File: src/rtl/nibbler_ctrl.sv
// nibbler_ctrl -- fetch/execute sequencer for the 4-bit Nibbler datapath.
//
// Walks the program ROM one byte per fetch. It latches each instruction
// into IR and decodes it into an ALU select, an immediate operand and a
// one-cycle accumulator load strobe. It also holds the C/Z flags and
// resolves two-byte jumps (byte0 = {op, addr[11:8]}, byte1 = addr[7:0]).
//
// Optional feature: define CTRL_HALT_EN to build the HALT state (opcode 0xF).
// Without it, 0xF is a NOP and halted is tied low.
//
// Ports:
//   CLK         system clock, rising edge
//   RESET_N     asynchronous active-low reset
//   rom_data    instruction byte at address pc (combinational ROM read)
//   alu_carry   ALU carry-out for the current alu_op/operand
//   alu_zero    ALU result == 0
//   pc          registered ROM address
//   operand     IR[3:0], immediate for the ALU B input
//   alu_op      00 PASS_B, 01 ADD, 10 NAND (11 never driven)
//   acc_enable  accumulator load strobe, high for the single EXEC cycle of
//               an ALU instruction; the accumulator and the flags both
//               capture on the rising edge that ends that cycle
//   carry_flag  registered C flag
//   zero_flag   registered Z flag
//   halted      high while in HALT
//   state_dbg   FSM state: 0 FETCH, 1 EXEC, 2 JUMP, 3 HALT
//
// Handshake: there is no valid/ready pairing here. rom_data is assumed valid
// in the same cycle as pc. acc_enable is a qualifier with no back-pressure:
// the accumulator must take the ALU result on every edge where it is high.

module nibbler_ctrl #(
  parameter int              PC_W     = 12,
  parameter logic [PC_W-1:0] RESET_PC = '0
) (
  input  logic            CLK,
  input  logic            RESET_N,
  input  logic [7:0]      rom_data,
  input  logic            alu_carry,
  input  logic            alu_zero,
  output logic [PC_W-1:0] pc,
  output logic [3:0]      operand,
  output logic [1:0]      alu_op,
  output logic            acc_enable,
  output logic            carry_flag,
  output logic            zero_flag,
  output logic            halted,
  output logic [1:0]      state_dbg
);

  typedef enum logic [1:0] {
    S_FETCH = 2'd0,
    S_EXEC  = 2'd1,
    S_JUMP  = 2'd2,
    S_HALT  = 2'd3
  } state_t;

  localparam logic [1:0] OP_PASS = 2'b00;
  localparam logic [1:0] OP_ADD  = 2'b01;
  localparam logic [1:0] OP_NAND = 2'b10;

  state_t          state_q, state_d;
  logic [PC_W-1:0] pc_q, pc_d;
  logic [7:0]      ir_q, ir_d;
  logic            c_q, c_d;
  logic            z_q, z_d;

  logic [PC_W-1:0] pc_inc;
  logic [PC_W-1:0] jump_target;
  logic            jump_taken;
  logic            acc_en_c;
  logic [1:0]      alu_op_c;

  // The natural overflow of the adder gives the required wrap from the top
  // of the ROM back to address 0.
  assign pc_inc      = pc_q + PC_W'(1);
  assign jump_target = PC_W'({ir_q[3:0], rom_data});

  // Opcodes 0x8..0xB differ only in IR[5:4], so those two bits select the
  // condition. The flags are the values already held, so an ALU result
  // that is still in flight cannot affect the jump.
  always_comb begin
    jump_taken = 1'b0;
    case (ir_q[5:4])
      2'b00:   jump_taken = 1'b1;
      2'b01:   jump_taken = c_q;
      2'b10:   jump_taken = z_q;
      default: jump_taken = ~z_q;
    endcase
  end

  always_comb begin
    state_d  = state_q;
    pc_d     = pc_q;
    ir_d     = ir_q;
    c_d      = c_q;
    z_d      = z_q;
    acc_en_c = 1'b0;
    alu_op_c = OP_PASS;
    case (state_q)
      S_FETCH: begin
        ir_d    = rom_data;
        pc_d    = pc_inc;
        state_d = S_EXEC;
      end
      S_EXEC: begin
        state_d = S_FETCH;
        case (ir_q[7:4])
          4'h1: begin
            alu_op_c = OP_PASS;
            acc_en_c = 1'b1;
            z_d      = alu_zero;
          end
          4'h2: begin
            alu_op_c = OP_ADD;
            acc_en_c = 1'b1;
            c_d      = alu_carry;
            z_d      = alu_zero;
          end
          4'h3: begin
            alu_op_c = OP_NAND;
            acc_en_c = 1'b1;
            z_d      = alu_zero;
          end
          4'h8, 4'h9, 4'hA, 4'hB: state_d = S_JUMP;
`ifdef CTRL_HALT_EN
          4'hF: state_d = S_HALT;
`endif
          default: ;
        endcase
      end
      S_JUMP: begin
        // rom_data is byte1 of the jump, read at the current pc.
        pc_d    = jump_taken ? jump_target : pc_inc;
        state_d = S_FETCH;
      end
`ifdef CTRL_HALT_EN
      S_HALT: begin
        // Everything is held. Only RESET_N leaves this state.
        state_d = S_HALT;
      end
`endif
      default: state_d = S_FETCH;
    endcase
  end

  always_ff @(posedge CLK or negedge RESET_N) begin
    if (!RESET_N) begin
      state_q <= S_FETCH;
      pc_q    <= RESET_PC;
      ir_q    <= 8'h00;
      c_q     <= 1'b0;
      z_q     <= 1'b0;
    end else begin
      state_q <= state_d;
      pc_q    <= pc_d;
      ir_q    <= ir_d;
      c_q     <= c_d;
      z_q     <= z_d;
    end
  end

  assign pc         = pc_q;
  assign operand    = ir_q[3:0];
  assign alu_op     = alu_op_c;
  assign acc_enable = acc_en_c;
  assign carry_flag = c_q;
  assign zero_flag  = z_q;
  assign state_dbg  = state_q;

`ifdef CTRL_HALT_EN
  assign halted = (state_q == S_HALT);
`else
  assign halted = 1'b0;
`endif

endmodule

File: config.mk
export PLATFORM = sky130hd
export DESIGN_NAME = nibbler_ctrl
export DESIGN_NICKNAME = d
export VERILOG_FILES = /design/src/rtl/nibbler_ctrl.sv
export SDC_FILE = /design/constraint.sdc
export NUM_CORES = 1
export LEC_CHECK = 0
export CORE_MARGIN = 2
export CORE_UTILIZATION = 61
export DETAILED_ROUTE_END_ITERATION = 12
export DONT_BUFFER_PORTS = 1
export GPL_TIMING_DRIVEN = 1
export PLACE_DENSITY_LB_ADDON = 0.25
export SLEW_MARGIN = 40
export SYNTH_ARGS = -nofsm -noshare
export SYNTH_HDL_FRONTEND = slang
export SYNTH_SLANG_ARGS = --single-unit
File: constraint.sdc
create_clock -name CLK -period 1.9 [get_ports CLK]
set_input_delay 0.19 -clock CLK [delete_from_list [all_inputs] [get_ports CLK]]
set_output_delay 0.19 -clock CLK [all_outputs]
set_load 0.05 [all_outputs]
; ---- Word-level counts from Yosys, hierarchy flattened
; Cells that the tools add are included.
[word_totals]
output_inout_bits = 24
register_bits = 24
in_bits = 12
ramBits = 0
latchBits = 0
elab_cells = 34
mem_count = 0
mem_bits_ro = 0
[classes]
div = 0
n_bitwise = 1
reduce_logical = 7
magnitude_cmp = 0
multipliers = 0
add_sub_neg = 1
eq_ne = 11
muxes = 9
shifts = 0
[ops]
columns = cell, n
row1 = case mux 12 bit (2 select lines), 1
row2 = == test 4 bit (second input constant), 4
row3 = adder 12 x 1 -> 12 bit (second input constant), 1
row4 = 2-to-1 mux 12 bit, 1
row5 = == test 4 x 2 -> 1 bit (second input constant), 2
row6 = case mux 2 bit (2 select lines), 2
row7 = == test 2 x 1 -> 1 bit (second input constant), 2
row8 = == test 2 bit (second input constant), 2
row9 = == test 4 x 1 -> 1 bit (second input constant), 1
row10 = zero test 2 bit, 2
row11 = 2-to-1 mux 2 bit, 2
row12 = AND reduction 2 bit, 2
row13 = OR reduction 4 bit, 1
row14 = case mux 1 bit (3 select lines), 1
row15 = OR reduction 3 bit, 1
row16 = 2-to-1 mux 1 bit, 2
row17 = nonzero test 2 bit, 1
row18 = inverter 1 bit, 1

; ---- Depth between registers and ports, before layout
[depth]
word_depth = 4
depth_mapped = 7
ltp_nobuf = 5

; ---- Worst setup path before layout
; No wires, ideal clock.
[synth_timing]
kind = register -> register
start = register state_q[0], in the netlist state_dbg[0]
end = register c_q, in the netlist carry_flag
path_stages_with_launch = 6
setup_ns = 0.125
period_less_slack_ns = 2.525
required_ns = 1.775
arrival_ns = 2.400
setup_slack_ns = -0.625
path_buffers = 1
cell_sequence = dfrtp_1 > clkbuf_1 > nor4b_1 > nand2_1 > nor2_1 > mux2_2
[synth_between]
elab_chain_len = 2
[synth_rtl]
columns = element, line_no
row1 = "start, declared", 62  ; state_t state_q, state_d;
row2 = "start signal, assigned", 155  ; state_q <= state_d;
row3 = == test 2 x 1 -> 1 bit, 100  ; case (state_q)
row4 = AND reduction 2 bit (no line), n/a
row5 = "end signal, assigned", 152  ; c_q <= 1'b0;
row6 = "end signal, assigned", 158  ; c_q <= c_d;
row7 = "end, declared", 65  ; logic c_q, c_d;
; No other way between the ends.
; A chain may end at the register's enable or synchronous reset.

; ---- Worst setup path in the final report
[layout_timing]
start = register state_q[1], in the netlist state_dbg[1]
end = output alu_op[0]
[layout_between]
elab_chain_len = 2
[layout_rtl]
columns = element, line_no
row1 = == test 2 x 1 -> 1 bit, 100
row2 = 2-to-1 mux 2 bit, 100
row3 = "end, declared", 43  ; output logic [1:0] alu_op,
; No other way between the ends.

==> impl_metrics.ini <==
[setup_path]
critical_path.cell_chain = nor4b_2 -> nand2_1 -> nor2_4 -> buf_4
end_kind = output pin
setup.worst_path.class = reg2out
required_ns = 1.71
crit_path_max_fanout = 3
worst_setup_path_start_kind = flip-flop
crit_path_top_delay_cell = dfrtp_2
worst_path_largest_cell_delay_ns = 0.44
r2r_cells = 5
critPathArrivalTime_ns = 1.59

[synthesis]
ys_types = 40
syn_area_sq_um = 1270
syn_nets = 130
ys_seq_elements = 24
yosysTopAreaCell = dfrtp_1
syn-mean-instance-area_sq_um = 10.9
netlist_top_cells_area = dfrtp_1 (47%), mux2_2 (8.8%), nand3_1 (4.3%)
yosysSeqAreaShare_pct = 47.2
synth_cells = 117
synth_top_area_share_pct = 47.2
ys_warn_count = 0

[placement]
pre_cts_slack_ns = 0.283
gp_congestion = 0.853
numPortBuffers = 0
dpl.hpwl_mm = 2.01
dp.cells = 156

[timing]
fmax_mhz = 562
fin_crit_sh_pct = 93.6
post-route-min-period_ns = 1.78
fin_skew_ns = 0.00632
tns_ns = 0
fin_ws_ns = 0.122
rsz0062_at_grt = no
final_hold_viol_count = 0
worst_pin_slew_ns = 0.534
maxSlewHeadroom_pct = 64.4
slew_violations = 0
setup_viol = 0

[worst_hold_path]
hold_class = in2reg
holdPathStages = 1

[clocking]
clk_path_buf_depth = 2
postCtsSetupBuffers = 0
clock-sinks = 24
root_buffer = clkbuf_4
clk-insertion-delay-late_ns = 0.31
cts_tree = yes
cts_inserted_buffers = 3
post_cts_resize_count = 0
htree_levels = 1
holdBufCountCts = 1
path_clk_slew_ns = 0.13

[route]
wl_per_cell_microns = 16.7
wirelength_mm = 2.70
dr_total_vias = 1016
vias_per_cell = 6.27
drc = 0
first_pass_iters = 4
first_iter_violations = 25
ant_nets = 0

[layout]
regArea_sq_um = 603
n_antenna_cell = 0
layout.nets = 149
finalNonFillerCells = 162
drive_gt1_share_pct = 34.8
final_util_pct = 75.2
multiInputGateArea_sq_um = 599
nFillCells = 142
area_delta_synth_final_pct = 15.9

[die]
fp.coreArea_sq_um = 1960
die_w_microns = 49.7
num_io_pins = 36
initial_core_util_pct = 64.9
dieArea_sq_um = 2470
fp.dieH_microns = 49.7
rows = 16

[job]
maxCapViolCount = 0

[global_route]
grt_pass1_vias = 1011
overflow = 0
grt_pass1_wl_mm = 4.44
grt_antenna_before_repair = 0
grt_max_degree = 25
grt_use_total_pct = 23.4

[status]
status = complete, no violations
[flip-flops by register name, indices dropped and copies added, names as in the netlist]
name        cells
pc             12
ir_q            8
state_dbg       2
carry_flag      1
zero_flag       1
[worst paths after layout]
check / from / end / slack, ns
max: state_dbg[1] / alu_op[0] / 0.12
min reg2reg: ir_q[6] / state_dbg[1] / 0.49
min in group asynchronous: RESET_N / pc[4] / 0.38
min: rom_data[2] / pc[2] / 0.01
max in group asynchronous: RESET_N / state_dbg[0] / 1.13
max reg2reg: ir_q[4] / pc[8] / 0.26
[cells by family (layout without fill, tap and decap cells)]
logic type / after synthesis / after routing / synth area share (%)
simple gates: 38 / 38 / 17.3
flops: 24 / 24 / 47.2
compound gates: 23 / 23 / 13.6
mux: 14 / 14 / 12.4
buf+inv: 14 / 32 / 6.88
xor+xnor: 2 / 2 / 1.38
fa+ha+maj: 1 / 1 / 0.983
other cells: 1 / 1 / 0.295
[worst max-delay path, delay by kind of cell, from the launching register on]
family                 cells  cell delay, ns
AND/OR/NAND/NOR            3            0.64
flip-flops                 1            0.44
buffers and inverters      1            0.20
[through the flow]
stage / hold WS (ns) / cell area (sq um)
after floorplan: -0.106 / 1290
after global placement: -0.105 / 1420
after detailed placement: -0.105 / 1420
after CTS: 0.00259 / 1470
after global routing: 0.00162 / 1480
final: 0.0106 / 1480
[layer usage]
layer	GRT usage [%]	vias up	wire length [microns]
met5	0	-	0
met4	5.56	0	12
met3	5.15	2	211
met2	38.9	49	1330
met1	31.2	491	1150
li1	-	474	-
[cells in the mapped netlist (all sizes together)]
master   count
a211o        1
and3         5
clkbuf       4
nor3         1
o22a         2
buf          8
nor4b        2
o22ai        1
a41oi        1
o221a        1
or4          1
o21a         2
o21ai        3
nand4        2
nor3b        1
conb         1
a2bb2oi      1
nor2         2
o311ai       2
a21oi        4
a22oi        1
xnor2        2
inv          2
a221o        2
nand2b       1
a211oi       1
and4         2
mux2i        3
dfrtp       24
ha           1
nand3       11
a311oi       1
nor4         3
nand2        6
or3          1
mux2        11
[layout make-up]
cell class                      count  share of cell area, %
Timing Repair Buffer               26                   13.2
Inverter                            2                  0.509
Clock buffer                        4                   2.46
Sequential cell                    24                   40.9
Tap cell                           27                   2.29
Multi-Input combinational cell     79                   40.6
[layout by cell type, fill, tap and decap left out, types with 2 or more instances in the layout]
master    instances
a21oi_1           4
a221o_1           2
and3_1            5
and4_1            2
buf_4            24
clkbuf_4          3
dfrtp_1          22
dfrtp_2           2
inv_1             2
mux2_2           10
mux2i_1           3
nand2_1           6
nand3_1          11
nand4_1           2
nor4_1            3
o21ai_0           3
o22a_1            2
xnor2_1           2
Power is left out: the tool's default activity adds up to more than one toggle a clock period on the data nets, which glitch-free logic cannot reach.
